$ cat config.mk
export PLATFORM = sky130hd
export DESIGN_NAME = adc_scan_sequencer
export DESIGN_NICKNAME = d
export VERILOG_FILES = /design/src/rtl/adc_scan_sequencer.sv
export SDC_FILE = /design/constraint.sdc
export NUM_CORES = 1
export LEC_CHECK = 0
export BUFFER_PORTS_ARGS = -buffer_cell sky130_fd_sc_hd__buf_4
export CAP_MARGIN = 20
export CELL_PAD_IN_SITES_DETAIL_PLACEMENT = 0
export CELL_PAD_IN_SITES_GLOBAL_PLACEMENT = 1
export CORE_AREA = 2 2 98 100
export DETAILED_ROUTE_END_ITERATION = 10
export DIE_AREA = 0 0 100 102
export PLACE_DENSITY_LB_ADDON = 0.1
export SLEW_MARGIN = 20
export SYNTH_ARGS = -nofsm -noshare
export SYNTH_HDL_FRONTEND = slang
export SYNTH_SLANG_ARGS = --single-unit
$ cat constraint.sdc
create_clock -name clk_clk -period 4.88 [get_ports clk_clk]
set_clock_uncertainty 0.05 [all_clocks]
set_input_delay 0.244 -clock clk_clk [delete_from_list [all_inputs] [get_ports clk_clk]]
set_output_delay 0.244 -clock clk_clk [all_outputs]
set_load 0.01 [all_outputs]
$ cat src/rtl/adc_scan_sequencer.sv
// -----------------------------------------------------------------------------
// adc_scan_sequencer
//
// Walks the channels selected in chan_mask from lowest to highest. For each
// channel it drives the ADC mux, waits a programmable settling time, takes
// 2^AVG_LOG2 conversions, and emits the truncated average. It keeps scanning
// while enable stays high. A conversion that never completes within TIMEOUT
// cycles sets a sticky error flag, and that channel is skipped.
//
// Ports
//   clk_clk          rising-edge clock
//   reset_reset_n    asynchronous active-low reset
//   enable           run continuous scans while high
//   chan_mask        channels to scan (bit i = channel i)
//   settle_cycles    mux settling delay in cycles
//   err_clr          clears timeout_err
//   adc_sel_channel  ADC mux select
//   adc_conv_start   one-cycle conversion start pulse
//   adc_conv_done    conversion complete, adc_data valid in the same cycle
//   adc_data         12-bit ADC sample
//   result_valid     one-cycle pulse qualifying result_channel/result_data
//   result_channel   channel of the last emitted result
//   result_data      averaged sample of the last emitted result
//   scan_done        pulses with the final channel of every scan
//   busy             high whenever the sequencer is not idle
//   timeout_err      sticky conversion-timeout flag
// -----------------------------------------------------------------------------
module adc_scan_sequencer #(
    parameter int AVG_LOG2 = 2,
    parameter int TIMEOUT  = 1024
) (
    input  logic        clk_clk,
    input  logic        reset_reset_n,
    input  logic        enable,
    input  logic [7:0]  chan_mask,
    input  logic [7:0]  settle_cycles,
    input  logic        err_clr,
    output logic [2:0]  adc_sel_channel,
    output logic        adc_conv_start,
    input  logic        adc_conv_done,
    input  logic [11:0] adc_data,
    output logic        result_valid,
    output logic [2:0]  result_channel,
    output logic [11:0] result_data,
    output logic        scan_done,
    output logic        busy,
    output logic        timeout_err
);

    localparam int ACC_W = 12 + AVG_LOG2;
    localparam int SMP_W = AVG_LOG2 + 1;
    localparam int TMO_W = (TIMEOUT > 1) ? $clog2(TIMEOUT) : 1;

    localparam logic [SMP_W-1:0] LAST_SAMPLE = SMP_W'((1 << AVG_LOG2) - 1);
    localparam logic [TMO_W-1:0] TMO_LOAD    = TMO_W'(TIMEOUT - 1);

    typedef enum logic [2:0] {
        IDLE,
        SELECT,
        SETTLE,
        START,
        WAIT,
        ACCUM,
        EMIT,
        NEXT
    } state_t;

    state_t             state;
    state_t             next_state;

    logic [7:0]         mask_q;
    logic [7:0]         settle_q;
    logic [7:0]         settle_cnt;
    logic [2:0]         cur_ch;
    logic [ACC_W-1:0]   acc;
    logic [SMP_W-1:0]   sample_cnt;
    logic [TMO_W-1:0]   tmo_cnt;

    logic [7:0]         above_mask;
    logic               has_next;
    logic               last_sample;
    logic               tmo_hit;
    logic               scan_start;

    // Index of the lowest set bit; callers only use it on a non-zero mask.
    function automatic logic [2:0] lowest_set(input logic [7:0] m);
        logic [2:0] idx;
        idx = 3'd0;
        for (int i = 7; i >= 0; i--) begin
            if (m[i]) begin
                idx = 3'(i);
            end
        end
        return idx;
    endfunction

    // Channels of the latched mask strictly above the current one decide
    // whether the scan continues or the current channel is the last.
    assign above_mask  = mask_q & (8'hFE << cur_ch);
    assign has_next    = |above_mask;
    assign last_sample = (sample_cnt == LAST_SAMPLE);
    assign scan_start  = enable && (chan_mask != 8'h00);

    // A timeout fires on the final WAIT cycle only when no conversion completes in it.
    assign tmo_hit     = (state == WAIT) && !adc_conv_done && (tmo_cnt == '0);

    // The mux select follows the channel register, so it is held stable
    // through settling and every conversion of that channel.
    assign adc_sel_channel = cur_ch;

    // State register.
    always_ff @(posedge clk_clk or negedge reset_reset_n) begin
        if (!reset_reset_n) begin
            state <= IDLE;
        end else begin
            state <= next_state;
        end
    end

    // Next-state decode and the pulse/status outputs. Deriving these from the
    // state register makes reset force them low immediately.
    always_comb begin
        next_state     = state;
        busy           = 1'b1;
        adc_conv_start = 1'b0;
        result_valid   = 1'b0;
        scan_done      = 1'b0;
        case (state)
            IDLE: begin
                busy = 1'b0;
                if (scan_start) begin
                    next_state = SELECT;
                end
            end
            SELECT: begin
                next_state = (settle_q == 8'd0) ? START : SETTLE;
            end
            SETTLE: begin
                if (settle_cnt == 8'd0) begin
                    next_state = START;
                end
            end
            START: begin
                adc_conv_start = 1'b1;
                next_state     = WAIT;
            end
            WAIT: begin
                if (adc_conv_done) begin
                    next_state = ACCUM;
                end else if (tmo_cnt == '0) begin
                    next_state = NEXT;
                    scan_done  = !has_next;
                end
            end
            ACCUM: begin
                next_state = last_sample ? EMIT : START;
            end
            EMIT: begin
                result_valid = 1'b1;
                scan_done    = !has_next;
                next_state   = NEXT;
            end
            NEXT: begin
                next_state = (has_next || scan_start) ? SELECT : IDLE;
            end
            default: begin
                next_state = IDLE;
            end
        endcase
    end

    // Datapath: scan latching, settle/timeout/sample counters, accumulator
    // and the result registers. The result is loaded on leaving ACCUM so it
    // is already stable while result_valid pulses in EMIT.
    always_ff @(posedge clk_clk or negedge reset_reset_n) begin
        if (!reset_reset_n) begin
            mask_q         <= '0;
            settle_q       <= '0;
            settle_cnt     <= '0;
            cur_ch         <= '0;
            acc            <= '0;
            sample_cnt     <= '0;
            tmo_cnt        <= '0;
            result_channel <= '0;
            result_data    <= '0;
            timeout_err    <= 1'b0;
        end else begin
            // A new timeout takes priority over a simultaneous clear.
            if (tmo_hit) begin
                timeout_err <= 1'b1;
            end else if (err_clr) begin
                timeout_err <= 1'b0;
            end

            case (state)
                IDLE, NEXT: begin
                    if ((state == NEXT) && has_next) begin
                        cur_ch     <= lowest_set(above_mask);
                        acc        <= '0;
                        sample_cnt <= '0;
                    end else if (scan_start) begin
                        mask_q     <= chan_mask;
                        settle_q   <= settle_cycles;
                        cur_ch     <= lowest_set(chan_mask);
                        acc        <= '0;
                        sample_cnt <= '0;
                    end
                end
                SELECT: begin
                    settle_cnt <= settle_q - 8'd1;
                end
                SETTLE: begin
                    settle_cnt <= settle_cnt - 8'd1;
                end
                START: begin
                    tmo_cnt <= TMO_LOAD;
                end
                WAIT: begin
                    if (adc_conv_done) begin
                        acc <= acc + ACC_W'(adc_data);
                    end else if (tmo_cnt != '0) begin
                        tmo_cnt <= tmo_cnt - TMO_W'(1);
                    end
                end
                ACCUM: begin
                    if (last_sample) begin
                        result_data    <= 12'(acc >> AVG_LOG2);
                        result_channel <= cur_ch;
                    end else begin
                        sample_cnt <= sample_cnt + SMP_W'(1);
                    end
                end
                default: begin
                end
            endcase
        end
    end

endmodule

# Yosys cells after proc, flatten, opt, wreduce, memory -nomap -nowiden
# Cells that the tools add are included.
[op_classes] addsub=5 eq_ne=16 n_shift=1 n_mux=46 bitwise_logic=2 reduce_logical=28
[ops] op="3-bit two-way mux" n=26
[ops] op="14-bit two-way mux" n=3
[ops] op="14-bit case mux with 2 select lines" n=1
[ops] op="3-bit case mux with 8 select lines" n=1
[ops] op="10-bit two-way mux" n=2
[ops] op="10-bit case mux with 2 select lines" n=1
[ops] op="8-bit logical NOT" n=2
[ops] op="8-bit case mux with 2 select lines" n=1
[ops] op="8-bit by 1-bit subtractor with 8-bit output (second input constant)" n=2
[ops] op="3-bit AND reduction" n=5
[ops] op="14-bit by 12-bit adder with 14-bit output" n=1
[ops] op="3-bit == test (second input constant)" n=4
[ops] op="2-bit nonzero test" n=6
[ops] op="10-bit logical NOT" n=1
[ops] op="2-bit != test (second input constant)" n=5
[ops] op="10-bit nonzero test" n=1
[ops] op="10-bit by 1-bit subtractor with 10-bit output (second input constant)" n=1
[ops] op="3-bit by 2-bit == test with 1-bit output (second input constant)" n=3
[ops] op="1-bit two-way mux" n=9
[ops] op="8-bit bitwise AND" n=1
[ops] op="8-bit nonzero test" n=1
[ops] op="8-bit OR reduction" n=1
[ops] op="8-bit by 3-bit << shifter with 8-bit output (first input constant)" n=1
[ops] op="3-bit case mux with 2 select lines" n=1
[ops] op="13 further kinds" n=18
[totals] reg_bits=73 input_bits=33 output_inout_bits=23 wordCells=109

# Depth between registers and ports, before layout
[logic_depth] ltp_word=11 mapped_depth=10 ltp_nobuf=9

# Least setup slack after synthesis
# No wires, ideal clock.
[synth_path] path_type="reg-to-reg" start="register acc[0]" end="register acc[12]" setup_time_ps=126 arrival_ps=2194 path_slack_ps=2510 stages_incl_launch_ff=10 path_buffers=0 cell_sequence="dfrtp_1 ha_1 inv_1 fa_1 nor2b_1 o31ai_1 a211oi_1 nor3_1 or3_1 a221o_1"
[synth_via] elab_chain_len=3
[synth_rtl] item="from (decl)" line_no="75" rtl="logic [ACC_W-1:0] acc;"
[synth_rtl] item="from (signal assigned)" line_no="220" rtl="acc <= acc + ACC_W'(adc_data);"
[synth_rtl] item="14-bit by 12-bit adder with 14-bit output" line_no="220"
[synth_rtl] item="14-bit two-way mux" line_no="219" rtl="if (adc_conv_done) begin"
[synth_rtl] item="14-bit case mux with 2 select lines" line_no="195" rtl="case (state)"
# Every way passes these cells. The select of a mux whose other input is x is not followed.
# A chain may end at the register's enable or synchronous reset.

# Worst setup path in the final report
[layout_path] start="register state[1]" end="register settle_q[2]"
[layout_via] elab_chain_len=4 elab_cells_between_ends=6 classes_between="eq/ne: 1; bitwise: 1; reduce/logical: 4"
[layout_rtl] item="from (decl)" line_no="68" rtl="state_t state;"
[layout_rtl] item="from (signal assigned)" line_no="116" rtl="state <= next_state;"
[layout_rtl] item="3-bit == test" line_no="195, 197"
[layout_rtl] item="1-bit logical AND" line_no="197" rtl="if ((state == NEXT) && has_next) begin"
[layout_rtl] item="1-bit NOT (no line)"
[layout_rtl] item="3-bit AND reduction (no line) (*)"
[layout_rtl] item="to (signal assigned)" line_no="203" rtl="settle_q <= settle_cycles;"
[layout_rtl] item="to (decl)" line_no="72" rtl="logic [7:0] settle_q;"
# Mark *: on every way between the ends. The rest lies on a longest branch, timed or not.

==> impl_metrics.csv <==
group,metric,value,unit
synthesis,synth_edf_count,0,
synthesis,synthFlopType,"dfrtp_1",
synthesis,synth-async-reset-ratio,100,%
clocking,clockBufferDepth,2,
clocking,clock_latency,0.35,ns
synthesis,synth_top_area_share,40.9,%
timing,setup_violations,0,
drt,vias,3568,
synthesis,netlist_area,4410,sq um
drt,drc,0,
clocking,cts_root_buf,"clkbuf_8",
drt,ant_nets,0,
timing,rsz0062_at_grt,"false",
floorplan,core,9110,sq um
synthesis,syn-instance-count,452,
worst_setup_path,crit_fanout,18,
global_route,grt_pass1_wl,16600,microns
floorplan,pin_count,56,
clocking,cts.sinks,72,
synthesis,synthesis.nets,503,
layout,layout.cells.non_filler,613,
worst_setup_path,endpoint_kind,"flip-flop",
synthesis,yosys-top-cells-area,"dfrtp_1, mux2_2, ha_1",
layout,fill_cells,828,
global_route,grt_max_degree,73,
place,dpl_worst_slack,2.01,ns
floorplan,die_h,102,microns
timing,fmax,346,MHz
worst_setup_path,crit_type,"reg2reg",
clocking,cts_made_buffers,9,
timing,setup_slack,1.99,ns
power,leakagePower,2.26,nW
global_route,grtUsageTotal,20.4,%
clocking,cts_tree,"built",
timing,slew_viol_final,0,
floorplan,std_cell_rows,35,
floorplan,start_util,48.4,%
timing,period_share,59.2,%
drt,firstDrtPassIters,4,
layout,post-route-util,55.3,%
timing,fin_hold_ws,-0.0225,ns
synthesis,syn_area_per_cell,9.75,sq um
timing,setup_tns,0,ns
timing,worst_pin_slew,1.04,ns
worst_setup_path,critPathLaunchType,"flip-flop",
layout,drive_gt1_share,23.5,%
layout,design_area,5030,sq um
global_route,overflow,0,
floorplan,dieArea,10200,sq um
outcome,violations,"hold timing",
place,dp.cells,598,
global_route,antenna_found_initial,0,
synthesis,synth_cell_types,68,
layout,final_net_count,549,
drt,wl_per_cell,16.2,microns
drt,dr.first_iter.drc_count,129,
place,io_buffer_count,55,
power,power,2.97,mW
drt,vias_per_cell,5.82,
power,vdd_drop_max,0.306,mV
place,gp_congestion,0.839,
clocking,cts_hold_buffers,0,
timing,max_slew_margin,30.4,%
timing,period_minus_slack,2.89,ns
layout,syn2layout_area_growth,14.2,%
clocking,clk_pin_slew,0.08,ns
power,power.density,590,nW/um^2
worst_setup_path,worstPathRequired,5.06,ns
drt,drt-total-wl,9960,microns
worst_setup_path,cp_data_arrival_time,3.07,ns
synthesis,synth_warnings,0,
run,cap_violations,0,
clocking,cts_resized,0,
layout,antenna_cells,0,
clocking,htreeDepth,3,
synthesis,yosysTopAreaCell,"dfrtp_1",
synthesis,ys_seq_area_share,40.9,%
global_route,grt_pass1_vias,3364,
floorplan,fp.dieW,100,microns
synthesis,ys_seq_elements,72,
place,dpl.hpwl,6990,microns
clocking,cts_setup_buffers,0,
timing,finalHoldViolations,22,
min_path,hp-class,"in2async",
place,place_area,4860,sq um
outcome,status,"finished, violations left",
[layout make-up]
| class | count | area [sq um] | area share, % |
|---|---|---|---|
| Tap cell | 111 | 139 | 2.76 |
| Sequential cell | 72 | 1800 | 35.8 |
| Timing Repair Buffer | 55 | 413 | 8.20 |
| Clock buffer | 10 | 138 | 2.73 |
| Clock inverter | 5 | 33.8 | 0.671 |
| Multi-Input combinational cell | 344 | 2450 | 48.6 |
| Inverter | 16 | 60.1 | 1.19 |
[where the power goes]
group / switching [mW] / internal (mW)
logic: 0.742 / 0.695
clock network: 0.232 / 0.195
registers: 0.298 / 0.805
[cell families (layout without fill, tap and decap cells)]
| group | after synthesis | count (layout) | share of synthesized area [%] |
|---|---|---|---|
| adder cells (fa/ha/maj) | 18 | 18 | 5.28 |
| multiplexers | 34 | 34 | 9.40 |
| XOR/XNOR | 19 | 19 | 3.78 |
| AO/OA/AOI/OAI | 128 | 128 | 20.0 |
| flip-flops | 72 | 72 | 40.9 |
| buffers and inverters | 36 | 86 | 3.55 |
| AND/OR/NAND/NOR | 145 | 145 | 17.1 |
[cell usage in the layout, fill, tap and decap left out, types with 3 or more instances in the layout]
cell	synthesis	layout
nand2b_1	8	8
nor2b_1	6	6
o21bai_1	4	4
o22ai_1	6	6
a31o_2	3	3
ha_1	17	17
nor3b_1	7	7
nand2_1	29	29
o221ai_1	5	5
xnor2_1	11	11
mux2_4	10	10
inv_1	16	16
nor2_1	39	39
mux2i_1	5	5
nand3_1	8	8
dfrtp_1	72	72
and3_1	3	3
o21ai_1	4	4
o2111ai_1	3	3
xor2_1	8	8
a31oi_1	5	5
o2bb2ai_1	3	3
o21ai_0	16	16
a211oi_1	4	4
a21oi_1	39	39
mux2_2	19	19
or2_2	6	6
clkbuf_8	0	10
a21o_1	6	6
nor3_1	16	16
a22o_1	8	8
nor4_1	4	4
buf_4	1	55
[cell usage after synthesis, types with 4 or more instances]
cell type,count
o21ai_0,16
nor3b_1,7
o21ai_1,4
nand3_1,8
clkbuf_1,8
a21oi_1,39
nor2b_1,6
a21o_1,6
mux2_2,19
o221ai_1,5
mux2_4,10
a211oi_1,4
mux2i_1,5
o22ai_1,6
nor3_1,16
inv_1,16
xor2_1,8
a31oi_1,5
o21bai_1,4
nand2_1,29
xnor2_1,11
nand2b_1,8
or2_2,6
ha_1,17
a22o_1,8
nor2_1,39
nor4_1,4
buf_2,8
dfrtp_1,72
[path summary, 6_finish.rpt]
path                            slack (ns)                         from                          end  cells after the start
worst min-delay path                 -0.02                reset_reset_n    settle_cnt[1]$_DFFE_PN0P_                      1
max in group asynchronous             4.19                reset_reset_n      settle_q[6]$_DFFE_PN0P_                      1
min in group clk_clk                  0.03                      err_clr      timeout_err$_DFFE_PN0P_                      2
worst min register to register        0.44  result_data[11]$_DFFE_PN0P_  result_data[11]$_DFFE_PN0P_                      2
worst max-delay path                  1.99         state[1]$_DFFE_PN0P_      settle_q[2]$_DFFE_PN0P_                      5
worst max register to register        1.99         state[1]$_DFFE_PN0P_      settle_q[2]$_DFFE_PN0P_                      5
[state kept, by name, indices dropped and copies added, names as in the netlist, 7 cells and up]
register,cells
acc,14
settle_q,8
mask_q,7
settle_cnt,8
result_data,12
tmo_cnt,10
[critical path: stages (launching register included)]
cell and delay, ns:
dfrtp_1 0.67, inv_1 0.33, nor2_2 0.31, o21bai_2 0.19
a21oi_2 0.80, mux2_2 0.42
[layer usage]
layer	GRT usage, %	vias up	wire length (microns)
li1	-	1759	-
met1	28.6	1721	4860
met2	32.8	84	4580
met3	3.01	4	469
met4	6.85	0	55
met5	0	-	0
(Power assumes the default switching activity.)
